## config.mk

```make
export PLATFORM = sky130hd
export DESIGN_NAME = mem_req_ctrl
export DESIGN_NICKNAME = d
export VERILOG_FILES = /design/src/rtl/mem_ctrl_pkg.sv /design/src/rtl/mem_req_ctrl.sv
export SDC_FILE = /design/constraint.sdc
export NUM_CORES = 1
export LEC_CHECK = 0
export BUFFER_PORTS_ARGS = -buffer_cell sky130_fd_sc_hd__buf_2
export CAP_MARGIN = 30
export CORE_MARGIN = 4
export CORE_UTILIZATION = 30
export CTS_CLUSTER_DIAMETER = 40
export DETAILED_ROUTE_END_ITERATION = 8
export SYNTH_ARGS = -nofsm -noshare
export SYNTH_HDL_FRONTEND = slang
export SYNTH_SLANG_ARGS = --single-unit
```

## constraint.sdc

```tcl
create_clock -name clk -period 1.64 [get_ports clk]
set_input_delay 0.246 -clock clk [delete_from_list [all_inputs] [get_ports clk]]
set_output_delay 0.246 -clock clk [all_outputs]
set_load 0.02 [all_outputs]
```

## src/rtl/mem_ctrl_pkg.sv

```systemverilog
// Shared types for the memory request front-end: FSM states, default widths, request struct.
// Latency: n/a (types only).
// Backpressure: n/a (types only).
package mem_ctrl_pkg;

    localparam int MEM_CTRL_ADDR_WIDTH = 4;
    localparam int MEM_CTRL_DATA_WIDTH = 16;

    typedef enum logic [2:0] {
        IDLE    = 3'd0,
        ISSUE   = 3'd1,
        CAPTURE = 3'd2,
        RESP    = 3'd3,
        SCRUB   = 3'd4
    } mem_ctrl_state_e;

    // Request as seen on the request channel, at the default widths.
    typedef struct packed {
        logic                           we;
        logic [MEM_CTRL_ADDR_WIDTH-1:0] addr;
        logic [MEM_CTRL_DATA_WIDTH-1:0] wdata;
    } mem_ctrl_req_t;

endpackage

```

## src/rtl/mem_req_ctrl.sv

```systemverilog
// Single-outstanding request front-end for a single-port memory; optional power-up zero sweep under MEM_CTRL_SCRUB_EN.
// Latency: read accept N -> mem_rd_en N+1 -> rsp_valid N+3; write accept N -> mem_wr_en N+1, next accept N+2.
// Backpressure: req_ready only in IDLE; rsp_valid/rsp_rdata held while rsp_ready is low, blocking new requests.
module mem_req_ctrl
    import mem_ctrl_pkg::*;
#(
    parameter int ADDR_WIDTH = MEM_CTRL_ADDR_WIDTH,
    parameter int DATA_WIDTH = MEM_CTRL_DATA_WIDTH
) (
    input  logic                  clk,
    input  logic                  reset,
    input  logic                  req_valid,
    output logic                  req_ready,
    input  logic                  req_we,
    input  logic [ADDR_WIDTH-1:0] req_addr,
    input  logic [DATA_WIDTH-1:0] req_wdata,
    output logic                  rsp_valid,
    input  logic                  rsp_ready,
    output logic [DATA_WIDTH-1:0] rsp_rdata,
    output logic [ADDR_WIDTH-1:0] mem_addr,
    output logic                  mem_rd_en,
    output logic                  mem_wr_en,
    output logic [DATA_WIDTH-1:0] mem_wdata,
    input  logic [DATA_WIDTH-1:0] mem_rdata,
    output logic                  init_done
);

    // Latched request; its addr/wdata fields drive the memory pins directly,
    // so they hold their last value whenever the enables are low.
    typedef struct packed {
        logic                  we;
        logic [ADDR_WIDTH-1:0] addr;
        logic [DATA_WIDTH-1:0] wdata;
    } req_t;

`ifdef MEM_CTRL_SCRUB_EN
    localparam mem_ctrl_state_e RESET_STATE = SCRUB;
`else
    localparam mem_ctrl_state_e RESET_STATE = IDLE;
`endif

    mem_ctrl_state_e       r_state;
    mem_ctrl_state_e       w_state_nxt;
    req_t                  r_req;
    req_t                  w_req_nxt;
    logic                  r_mem_rd_en;
    logic                  r_mem_wr_en;
    logic                  w_mem_rd_en_nxt;
    logic                  w_mem_wr_en_nxt;
    logic                  r_rsp_valid;
    logic                  w_rsp_valid_nxt;
    logic [DATA_WIDTH-1:0] r_rsp_rdata;
    logic [DATA_WIDTH-1:0] w_rsp_rdata_nxt;
    logic                  w_init_done;
    logic                  w_req_ready;

`ifdef MEM_CTRL_SCRUB_EN
    logic [ADDR_WIDTH-1:0] r_scrub_cnt;
    logic                  r_init_done;

    // Sweep address counter; restarts at 0 on every reset.
    always_ff @(posedge clk) begin
        if (reset) begin
            r_scrub_cnt <= '0;
        end else if (r_state == SCRUB) begin
            r_scrub_cnt <= r_scrub_cnt + 1'b1;
        end
    end

    // Operational once the FSM has left SCRUB (first IDLE cycle carries the last write).
    always_ff @(posedge clk) begin
        if (reset) begin
            r_init_done <= 1'b0;
        end else if (r_state == IDLE) begin
            r_init_done <= 1'b1;
        end
    end

    assign w_init_done = r_init_done;
`else
    assign w_init_done = 1'b1;
`endif

    // Pure state decode: no combinational path from req_valid.
    assign w_req_ready = (r_state == IDLE) && w_init_done;

    // Next-state and next-output logic for the request FSM.
    always_comb begin
        w_state_nxt     = r_state;
        w_req_nxt       = r_req;
        w_mem_rd_en_nxt = 1'b0;
        w_mem_wr_en_nxt = 1'b0;
        w_rsp_valid_nxt = r_rsp_valid;
        w_rsp_rdata_nxt = r_rsp_rdata;
        case (r_state)
            IDLE: begin
                if (req_valid && w_req_ready) begin
                    w_req_nxt.we   = req_we;
                    w_req_nxt.addr = req_addr;
                    if (req_we) begin
                        w_req_nxt.wdata = req_wdata;
                    end
                    w_mem_wr_en_nxt = req_we;
                    w_mem_rd_en_nxt = !req_we;
                    w_state_nxt     = ISSUE;
                end
            end
            ISSUE: begin
                w_state_nxt = r_req.we ? IDLE : CAPTURE;
            end
            CAPTURE: begin
                w_rsp_valid_nxt = 1'b1;
                w_rsp_rdata_nxt = mem_rdata;
                w_state_nxt     = RESP;
            end
            RESP: begin
                if (rsp_ready) begin
                    w_rsp_valid_nxt = 1'b0;
                    w_state_nxt     = IDLE;
                end
            end
`ifdef MEM_CTRL_SCRUB_EN
            SCRUB: begin
                w_req_nxt.we    = 1'b1;
                w_req_nxt.addr  = r_scrub_cnt;
                w_req_nxt.wdata = '0;
                w_mem_wr_en_nxt = 1'b1;
                if (r_scrub_cnt == '1) begin
                    w_state_nxt = IDLE;
                end
            end
`endif
            default: begin
                w_state_nxt = IDLE;
            end
        endcase
    end

    // State, request latch, memory pins and response registers.
    always_ff @(posedge clk) begin
        if (reset) begin
            r_state     <= RESET_STATE;
            r_req       <= '0;
            r_mem_rd_en <= 1'b0;
            r_mem_wr_en <= 1'b0;
            r_rsp_valid <= 1'b0;
            r_rsp_rdata <= '0;
        end else begin
            r_state     <= w_state_nxt;
            r_req       <= w_req_nxt;
            r_mem_rd_en <= w_mem_rd_en_nxt;
            r_mem_wr_en <= w_mem_wr_en_nxt;
            r_rsp_valid <= w_rsp_valid_nxt;
            r_rsp_rdata <= w_rsp_rdata_nxt;
        end
    end

    assign req_ready = w_req_ready;
    assign rsp_valid = r_rsp_valid;
    assign rsp_rdata = r_rsp_rdata;
    assign mem_addr  = r_req.addr;
    assign mem_wdata = r_req.wdata;
    assign mem_rd_en = r_mem_rd_en;
    assign mem_wr_en = r_mem_wr_en;
    assign init_done = w_init_done;

endmodule

```

Yosys cells after proc, flatten, opt, wreduce, memory -nomap -nowiden
Index checks and enable logic that the tools add are counted.
{"block": "word_totals", "register_bits": 43, "inputBits": 41, "output_inout_bits": 41, "elab_cells": 30}
{"block": "op_classes", "n_eq_ne": 5, "n_mux": 6, "bitwise_logic": 2, "n_reduce_logical": 9}
{"op": "3-bit one-hot mux with 4 select lines", "count": 1}
{"op": "3-bit by 2-bit equality test with 1-bit output, second input constant", "count": 2}
{"op": "3-bit 2-to-1 mux", "count": 2}
{"op": "2-bit AND reduction", "count": 3}
{"op": "3-bit by 1-bit equality test with 1-bit output, second input constant", "count": 1}
{"op": "3-bit zero test", "count": 1}
{"op": "3-bit AND reduction", "count": 1}
{"op": "3-bit OR reduction", "count": 1}
{"op": "2-bit 2-to-1 mux", "count": 1}
{"op": "2-bit by 1-bit inequality test with 1-bit output, second input constant", "count": 1}
{"op": "2-bit inequality test, second input constant", "count": 1}
{"op": "1-bit inverter", "count": 2}
{"op": "1-bit one-hot mux with 2 select lines", "count": 1}
{"op": "2-bit nonzero test", "count": 1}
{"op": "1-bit logical AND", "count": 1}
{"op": "1-bit zero test", "count": 1}
{"op": "1-bit 2-to-1 mux", "count": 1}

Depth between registers and ports, before layout
Gate-level depths: netlist of run 1.
{"block": "logic_depth", "word_depth": 4, "depth_mapped": 5, "ltp_nobuf": 3}

Worst setup path after synthesis of run 1
Ideal clock, no wire load.
{"block": "synth_timing", "path_kind": "reg2reg", "start": "register r_state[0]", "end": "register r_req[20] (netlist bit)", "setup_time_ps": 128, "arrival_time_ps": 1015, "required_time_ps": 1512, "setup_slack_ps": 498, "path_stages_with_launch": 6, "n_path_buf": 2, "synth_period_minus_slack_ps": 1142, "path_cell_list": "dfxtp_1 and4bb_1 buf_4 buf_6 a21oi_2 nor2_1"}
{"block": "synth_between", "elab_chain_cells": 3}
{"item": "start: declaration", "line": "mem_req_ctrl.sv:42", "text": "mem_ctrl_state_e r_state;"}
{"item": "start signal: assignment", "line": "mem_req_ctrl.sv:149", "text": "r_state <= w_state_nxt;"}
{"item": "3-bit zero test (*)", "line": "mem_req_ctrl.sv:85, mem_req_ctrl.sv:95"}
{"item": "1-bit logical AND", "line": "mem_req_ctrl.sv:97", "text": "if (req_valid && w_req_ready) begin"}
{"item": "2-bit AND reduction (no line) (*)"}
{"item": "end signal: assignment", "line": "mem_req_ctrl.sv:150", "text": "r_req <= w_req_nxt;"}
{"item": "end: declaration", "line": "mem_req_ctrl.sv:44", "text": "req_t r_req;"}
Every way passes the cells marked *; elsewhere a longest branch is shown, timed or not.
A chain may end at the register's enable or synchronous reset.

Final worst setup path of run 1
{"block": "layout_timing", "start": "register r_state[1]", "end": "output req_ready"}
{"block": "layout_between", "elab_chain_cells": 1}
{"item": "3-bit zero test", "line": "mem_req_ctrl.sv:85", "text": "assign w_req_ready = (r_state == IDLE) && w_init_done;"}
{"item": "end: declaration", "line": "mem_req_ctrl.sv:13", "text": "output logic req_ready,"}
Every way passes these cells.

==> results of run 1 <==
[critical path: stages, from the launching register on]
cell	delay (ns)
dfxtp_1	0.39
nor2_1	0.28
buf_2	0.23
[registers in the layout, summed over array words and instances (netlist names)]
register and flops:
rsp_rdata 16, mem_rd_en 1, mem_wr_en 1, r_req 1, mem_addr 4, mem_wdata 16, rsp_valid 1, r_state 2
[metrics by stage]
stage               utilization [%]  total power (µW)
global route                   39.7              2360
CTS                            39.7              2290
finish                         39.7              2260
floorplan                         -              1390
global placement               37.6              1480
detailed placement             37.6              1490
[worst paths after layout]
path                 from           end  cells after the start  slack (ns)
max            r_state[1]     req_ready                      2        0.21
min                req_we     mem_rd_en                      2        0.17
min reg2reg  mem_wdata[0]  mem_wdata[0]                      2        0.45
max reg2reg    r_state[0]  rsp_rdata[9]                      4        0.36
[Yosys cell counts, drive strengths merged]
master,n
a21oi,40
and4bb,1
buf,29
clkbuf,6
conb,1
dfxtp,42
nand2,72
nand2b,1
nand3,4
nand4bb,1
nor2,5
nor2b,1
nor3,1
or2b,1
or3b,1
[kinds of logic after synthesis]
family,synth area share (%)
AOI/OAI and AO/OA,12.4
DFF,50.4
other,0.225
and+or+nand+nor,22.0
buffers and inverters,15.0
[cell type report]
type / instances / area, µm² / area share, %
Timing Repair Buffer: 87 / 465 / 22.4
Multi-Input combinational cell: 129 / 578 / 27.8
Clock buffer: 7 / 76.3 / 3.67
Sequential cell: 42 / 841 / 40.5
Clock inverter: 1 / 30.0 / 1.44
Tap cell: 70 / 87.6 / 4.21
[power breakdown]
part,internal [µW],switching (µW)
sequential,1080,33.8
clock,456,343
combinational,135,209
[routing by layer]
layer  GRT usage [%]  wire length [µm]  vias up
li1                -                 -      753
met5               0                 0        -
met2            17.5              1640       56
met4            3.92                24        0
met3            5.53               423        2
met1            14.4              1750      623
==> reports/summary.txt, run 1 <==
outcome: finished, final reports clean
WHS: 0.169 ns
largest net degree at the start of global routing: 19
Initial Util: 31.9%
final setup violation count: 0
DP HPWL: 2830 µm
final routed DRC violation total: 0
sequential element share of the synthesized area: 50.4%
Global Route Usage Sum: 11.5%
H-tree depth: 2
Synth Area per Inst: 8.10 µm²
grt total ovfl: 0
final setup margin: 0.209 ns
die area: 6820 µm²
drt wl/cell: 11.4 µm
Sum Neg Setup Slack: 0 ns
Post-Syn Instances: 206
Finished Layout Cells: 336
worst hold path class: in2reg
core area: 5240 µm²
RSZ-0062 raised after global routing: no
Worst setup EP type: primary output
Filler Cell Count: 574
Leak: 0.000953 µW
ant diodes: 0
CTS Sinks: 42
CP startpoint kind: flop
Routed WL: 3840 µm
Critical Path Fanout Max: 9
vias in the first global route: 1302
post-CTS sizing: 0
Routed Antenna Nets: 0
TritonCTS clock tree: built
CTS buffer count: 5
Mapped Area: 1670 µm²
post-synth cell types: 19
Chip Height: 82.6 µm
Critical Path RT: 1.39 ns
Max clock buf depth: 2
Pre-Repair DR Iteration Count: 4
dpl ws: 0.376 ns
Max IR drop VDD: 0.391 mV
Pwr Density: 1090 nW/µm²
die width: 82.6 µm
post-CTS setup buffers: 0
Root Driver: clkbuf_8
Max Clock Freq: 699 MHz
syn_nets: 247
Setup CP Type: reg2out
DR iter-0 viols: 36
initial antenna violation count: 0
Cells after DPL: 328
post-route cell area: 2080 µm²
dpl cell area: 1970 µm²
vias per cell: 4.27
Vias: 1434
most frequent cells in the layout: buf_2 (80), nand2_1 (72), dfxtp_1 (42)
crit path DAT: 1.18 ns
first-pass GRT wire length: 6000 µm
Slew Viols, Final: 0
Final period util: 87.2%
Final Skew: 0.00680 ns
row cnt: 26
layout cell share with drive strength beyond 1: 35.7%
Area contributors post-synth: dfxtp_1 (50%), nand2_1 (16%), a21oi_1 (11%), buf_4 (11%), buf_6 (2.0%)
clock slew at reported path FFs: 0.08 ns
Max Cap Viol: 0
post-synth top area cell: dfxtp_1
Yosys top cell area share: 50.4%
synthesized flop and latch total: 42
Buffers on Ports: 80
Final Hold Fails: 0
I/O pins: 82
cts hold-fix bufs: 0
most common cell after layout, fill and taps aside: buf_2
clock insertion delay at the later pin of the skew report: 0.29 ns
Period minus WS final: 1.43 ns
Final nets: 306
Ys Warns: 0
GPL Wtd Cong: 0.701
Area Growth Syn to Fin: 24.5%
No activity file was read; power rests on OpenSTA's default activity.
==> run 2: changes to the inputs <==
Settings changed: ABC_AREA from default to 1, CORE_MARGIN 4 to 2.
==> reports/summary.txt, run 2 <==
TritonCTS clock tree: built
clock insertion delay at the later pin of the skew report: 0.29 ns (about the same)
worst setup path startpoint: r_state[1]
cts hold-fix bufs: 0 (unchanged)
CP startpoint kind: flop
Critical Path Fanout Max: 14 (+5)
Setup CP Type: reg2out
Post-Syn Instances: 271 (+32%)
post-CTS setup buffers: 0 (unchanged)
syn_nets: 312 (+26%)
r2r startpoint: r_state[1]
Final Hold Fails: 0 (unchanged)
vias in the first global route: 1565 (+20%)
Max Clock Freq: 687 MHz (-1.8%)
Slew HR: 62.2%
cells along the critical path: nor2_4 -> buf_2
reg2reg setup slack: 0.36 ns (about the same)
largest net degree at the start of global routing: 38 (+19)
clock slew at reported path FFs: 0.07 ns (about the same)
synthesized flop and latch total: 42 (unchanged)
ant diodes: 0 (unchanged)
die area: 7250 µm² (+6.3%)
grt met2 use: 19.1% (+1.6 points)
Slew Viols, Final: 0 (unchanged)
grt total ovfl: 0 (unchanged)
max incr delay on CP: 0.36 ns (-0.03 ns)
final setup violation count: 0 (unchanged)
Synth Area per Inst: 7.29 µm² (-10%)
Pwr Density: 1020 nW/µm² (-5.7%)
layout cell share with drive strength beyond 1: 31.5% (-4.2 points)
post-CTS sizing: 0 (unchanged)
GRT busiest layer: met2
Slowest-stage cell, CP: dfxtp_1
GR Util met1: 15.5% (+1.1 points)
Routed WL: 4210 µm (+9.6%)
Root Driver: clkbuf_8
most common cell after layout, fill and taps aside: buf_2
WP depth: 2 (unchanged)
GPL Wtd Cong: 0.714 (+1.9%)
DP HPWL: 3010 µm (+6.3%)
Routed Antenna Nets: 0 (unchanged)
cells on worst reg2reg path: 5 (+1)
crit path DAT: 1.21 ns (+0.03 ns)
DR iter-0 viols: 78 (+120%)
worst hold path class: in2reg
Max Cap Viol: 0 (unchanged)
Filler Cell Count: 685 (+19%)
most frequent cells in the layout: buf_2 (80), inv_1 (51), nor2_1 (50)
row cnt: 29 (+12%)
Top delay family on crit path: flip-flops
Final nets: 368 (+20%)
top cells by count, synth: inv_1 (51), nor2_1 (50), dfxtp_1 (42), nand2_1 (37), buf_4 (21)
CTS buffer count: 5 (unchanged)
final routed DRC violation total: 0 (unchanged)
top-count cell post-synth: inv_1
Pre-Repair DR Iteration Count: 4 (unchanged)
die width: 85.2 µm (+3.1%)
Sum Neg Setup Slack: 0 ns (unchanged)
reg2reg end: mem_addr[1]
RSZ-0062 raised after global routing: no
Period minus WS final: 1.46 ns (+0.0257 ns)
Worst Tran Pin Value: 0.567 ns
Global Route Usage Sum: 12.2% (+0.68 points)
CTS Sinks: 42 (unchanged)
post-synth top area cell: dfxtp_1
Final Skew: 0.00404 ns (-0.00276 ns)
Ys Warns: 0 (unchanged)
number of buffers and inverters on the critical path: 1 (unchanged)
Initial Util: 31.1% (-0.75 points)
final setup margin: 0.184 ns (-0.0257 ns)
outcome: finished, final reports clean
Critical Path RT: 1.39 ns (about the same)
crit path to: req_ready
Max IR drop VDD: 0.361 mV (-7.6%)
Primary FF master, synth: dfxtp_1
sequential element share of the synthesized area: 42.6% (-7.8 points)
drt wl/cell: 10.4 µm (-8.9%)
Area contributors post-synth: dfxtp_1 (43%), inv_1 (9.7%), nor2_1 (9.5%), buf_4 (8.0%), nand2_1 (7.0%)
Buffers on Ports: 80 (unchanged)
Final period util: 88.8% (+1.6 points)
Max clock buf depth: 2 (unchanged)
H-tree depth: 2 (unchanged)
GR Util met3: 4.86% (-0.67 points)
post-synth cell types: 21 (+2)
Worst setup EP type: primary output
first-pass GRT wire length: 7110 µm (+19%)
vias per cell: 4.12 (-3.4%)
Mapped Area: 1980 µm² (+18%)
I/O pins: 82 (unchanged)
Leak: 0.00129 µW (+35%)
Vias: 1665 (+16%)
dpl ws: 0.360 ns (-0.0156 ns)
Chip Height: 85.2 µm (+3.1%)
FFs w/ async S/R, synth: 0% (unchanged)
Post-synth EDFFs: 0 (unchanged)
Yosys top cell area share: 42.6% (-7.8 points)
core area: 6350 µm² (+21%)
Area Growth Syn to Fin: 16.8%
initial antenna violation count: 0 (unchanged)
run 2: per-stage QoR:
stage / area (µm²) / hold WS, ns / util (%) / std cells / power, µW
2_1_floorplan: 1980 / 0.306 / - / 271 / 1660
3_3_place_gp: 2230 / 0.456 / 35.1 / 397 / 1760
3_5_place_dp: 2230 / 0.468 / 35.1 / 397 / 1770
4_1_cts: 2310 / 0.166 / 36.3 / 404 / 2410
5_1_grt: 2310 / 0.162 / 36.3 / 404 / 2520
6_report: 2310 / 0.181 / 36.3 / 404 / 2360
run 2: cell type report:
class	count	area, µm²	share of cell area, %
Inverter	54	205	8.89
Multi-Input combinational cell	142	673	29.2
Clock buffer	7	76.3	3.31
Timing Repair Buffer	82	415	18.0
Sequential cell	42	841	36.4
Tap cell	77	96.3	4.18
run 2: how the worst min path moves through the flow:
stage / startpoint / endpoint / slack, ns / cells past startpoint
2_1_floorplan: reset / rsp_valid / 0.31 / 1
3_3_place_gp: r_req[20] / r_req[20] / 0.46 / 2
3_5_place_dp: r_req[20] / r_req[20] / 0.47 / 2
4_1_cts: mem_rdata[12] / rsp_rdata[12] / 0.17 / 3
5_1_grt: mem_rdata[5] / rsp_rdata[5] / 0.16 / 3
6_report: mem_rdata[15] / rsp_rdata[15] / 0.18 / 3
run 2: logic make-up (layout without fill, tap and decap cells):
| group | count (synthesis) | after routing | synth area share (%) |
|---|---|---|---|
| buffers and inverters | 87 | 143 | 23.4 |
| other | 1 | 1 | 0.190 |
| DFF | 42 | 42 | 42.6 |
| AOI/OAI and AO/OA | 25 | 25 | 6.90 |
| and+or+nand+nor | 116 | 116 | 27.0 |
run 2: power by group:
part           total [µW]  internal [µW]  switching, µW
logic                 569            197            372
clock network         622            293            328
registers            1170           1120           52.1
run 2: worst min-delay path: stages:
cell	delay, ns
buf_2	0.08
nor2_1	0.03
nor2_1	0.08
run 2: routing by layer:
layer / routed length (µm) / up-vias / share of wire, %
met5: 0 / - / 0
met4: 45 / 0 / 1.1
met3: 389 / 5 / 9.2
met2: 1820 / 58 / 43
met1: 1950 / 703 / 46
li1: - / 899 / -
==> run 3: changes to the inputs <==
Clock period 1.64 ns to 1.67 ns, I/O delays scaled along.
==> reports/summary.txt, run 3 (synthesis results as in run 2) <==
DR iter-0 viols: 30 (-62%)
Period minus WS final: 1.46 ns
initial antenna violation count: 0 (unchanged)
GPL Wtd Cong: 0.712 (-0.28%)
Pwr Density: 1020 nW/µm² (about the same)
Leak: 0.00130 µW (+0.77%)
max incr delay on CP: 0.37 ns (about the same)
Pre-Repair DR Iteration Count: 4 (unchanged)
Final nets: 368 (unchanged)
Critical Path Fanout Max: 14 (unchanged)
total power: 2380 µW (+0.68%)
Final Skew: 0.00415 ns (+0.000114 ns)
Final Hold Fails: 0 (unchanged)
final routed DRC violation total: 0 (unchanged)
clock slew at reported path FFs: 0.08 ns (about the same)
die width: 85.2 µm (unchanged)
Sum Neg Setup Slack: 0 ns (unchanged)
ant diodes: 0 (unchanged)
Routed WL: 4110 µm (-2.3%)
largest net degree at the start of global routing: 38 (unchanged)
CP startpoint kind: flop
worst setup path startpoint: r_state[1]
first-pass GRT wire length: 6980 µm (-1.8%)
crit path to: req_ready
Filler Cell Count: 691 (+0.88%)
core area: 6350 µm² (unchanged)
final setup violation count: 0 (unchanged)
Slew HR: 63.5% (+1.3 points)
r2r startpoint: r_state[1]
Max Cap Viol: 0 (unchanged)
worst hold path class: in2reg
Max IR drop VDD: 0.491 mV (+36%)
WP depth: 2 (unchanged)
Final period util: 87.1%
Max Clock Freq: 687 MHz
Critical Path RT: 1.42 ns (+0.03 ns)
reg2reg setup slack: 0.39 ns (+0.03 ns)
post-CTS sizing: 0 (unchanged)
Root Driver: clkbuf_8
Buffers on Ports: 80 (unchanged)
cts hold-fix bufs: 0 (unchanged)
vias per cell: 4.10 (-0.61%)
Max clock buf depth: 2 (unchanged)
Top delay family on crit path: flip-flops
Vias: 1659 (-0.36%)
most common cell after layout, fill and taps aside: buf_2
Routed Antenna Nets: 0 (unchanged)
DP HPWL: 2910 µm (-3.2%)
crit path DAT: 1.20 ns (about the same)
row cnt: 29 (unchanged)
Worst setup EP type: primary output
clock insertion delay at the later pin of the skew report: 0.29 ns (about the same)
post-CTS setup buffers: 0 (unchanged)
grt total ovfl: 0 (unchanged)
CTS buffer count: 5 (unchanged)
Global Route Usage Sum: 11.9% (-0.36 points)
RSZ-0062 raised after global routing: no
cells along the critical path: nor2_4 -> buf_2
Setup CP Type: reg2out
Chip Height: 85.2 µm (unchanged)
die area: 7250 µm² (unchanged)
CTS Sinks: 42 (unchanged)
reg2reg end: mem_addr[1]
most frequent cells in the layout: buf_2 (80), inv_1 (51), nor2_1 (50)
drt wl/cell: 10.1 µm (-2.6%)
cells on worst reg2reg path: 5 (unchanged)
I/O pins: 82 (unchanged)
Slowest-stage cell, CP: dfxtp_1
outcome: finished, final reports clean
TritonCTS clock tree: built
vias in the first global route: 1550 (-0.96%)
number of buffers and inverters on the critical path: 1 (unchanged)
Area Growth Syn to Fin: 17.5%
layout cell share with drive strength beyond 1: 32.0% (+0.51 points)
Worst Tran Pin Value: 0.547 ns (-0.0198 ns)
Slew Viols, Final: 0 (unchanged)
H-tree depth: 2 (unchanged)
Initial Util: 31.1% (unchanged)
run 3: changes by cell type in the layout (fill, tap and decap cells not counted), sizes merged:
cell	delta
clkinv	+1
run 3: worst min-delay path, cell delays in order:
cell	delay, ns
buf_2	0.08
nor2_1	0.03
nor2_1	0.08
run 3: cell type report:
type	count	area, µm²	share of cell area [%]
clock buffers	7	86.3	3.72
clock inverters	1	5.00	0.216
inverters	54	205	8.84
multi-input cells	142	673	29.0
flip-flops and latches	42	841	36.2
well taps	77	96.3	4.15
repair buffers	82	415	17.9
run 3: through the flow:
| step | instance area [µm²] | util, % | hold WS, ns | setup WS, ns | std cells |
|---|---|---|---|---|---|
| final | 2320 | 36.6 | 0.183 | 0.215 | 405 |
| after global placement | 2230 | 35.1 | 0.457 | 0.440 | 397 |
| after detailed placement | 2230 | 35.1 | 0.458 | 0.389 | 397 |
| after CTS | 2320 | 36.6 | 0.171 | 0.195 | 405 |
| after floorplan | 1980 | - | 0.311 | 0.602 | 271 |
| after global routing | 2320 | 36.6 | 0.179 | 0.145 | 405 |
run 3: worst min path at each step:
stage / endpoint / cells after the start / startpoint
2_1_floorplan: rsp_valid / 1 / reset
5_1_grt: rsp_rdata[2] / 3 / mem_rdata[2]
3_5_place_dp: r_req[20] / 2 / r_req[20]
6_report: rsp_rdata[0] / 3 / mem_rdata[0]
4_1_cts: rsp_rdata[1] / 3 / mem_rdata[1]
3_3_place_gp: r_req[20] / 2 / r_req[20]
run 3: metal layers:
metal  GRT usage, %  vias to the layer above  share of wire (%)
li1               -                      897                  -
met1           15.0                      699                 47
met2           18.9                       57                 43
met3           4.77                        6                9.1
met4           3.03                        0                1.3
met5              0                        -                  0
run 3: report_power, final:
part           switching [µW]  internal [µW]
clock                     339            334
combinational             362            193
sequential               51.4           1100
total                     752           1620
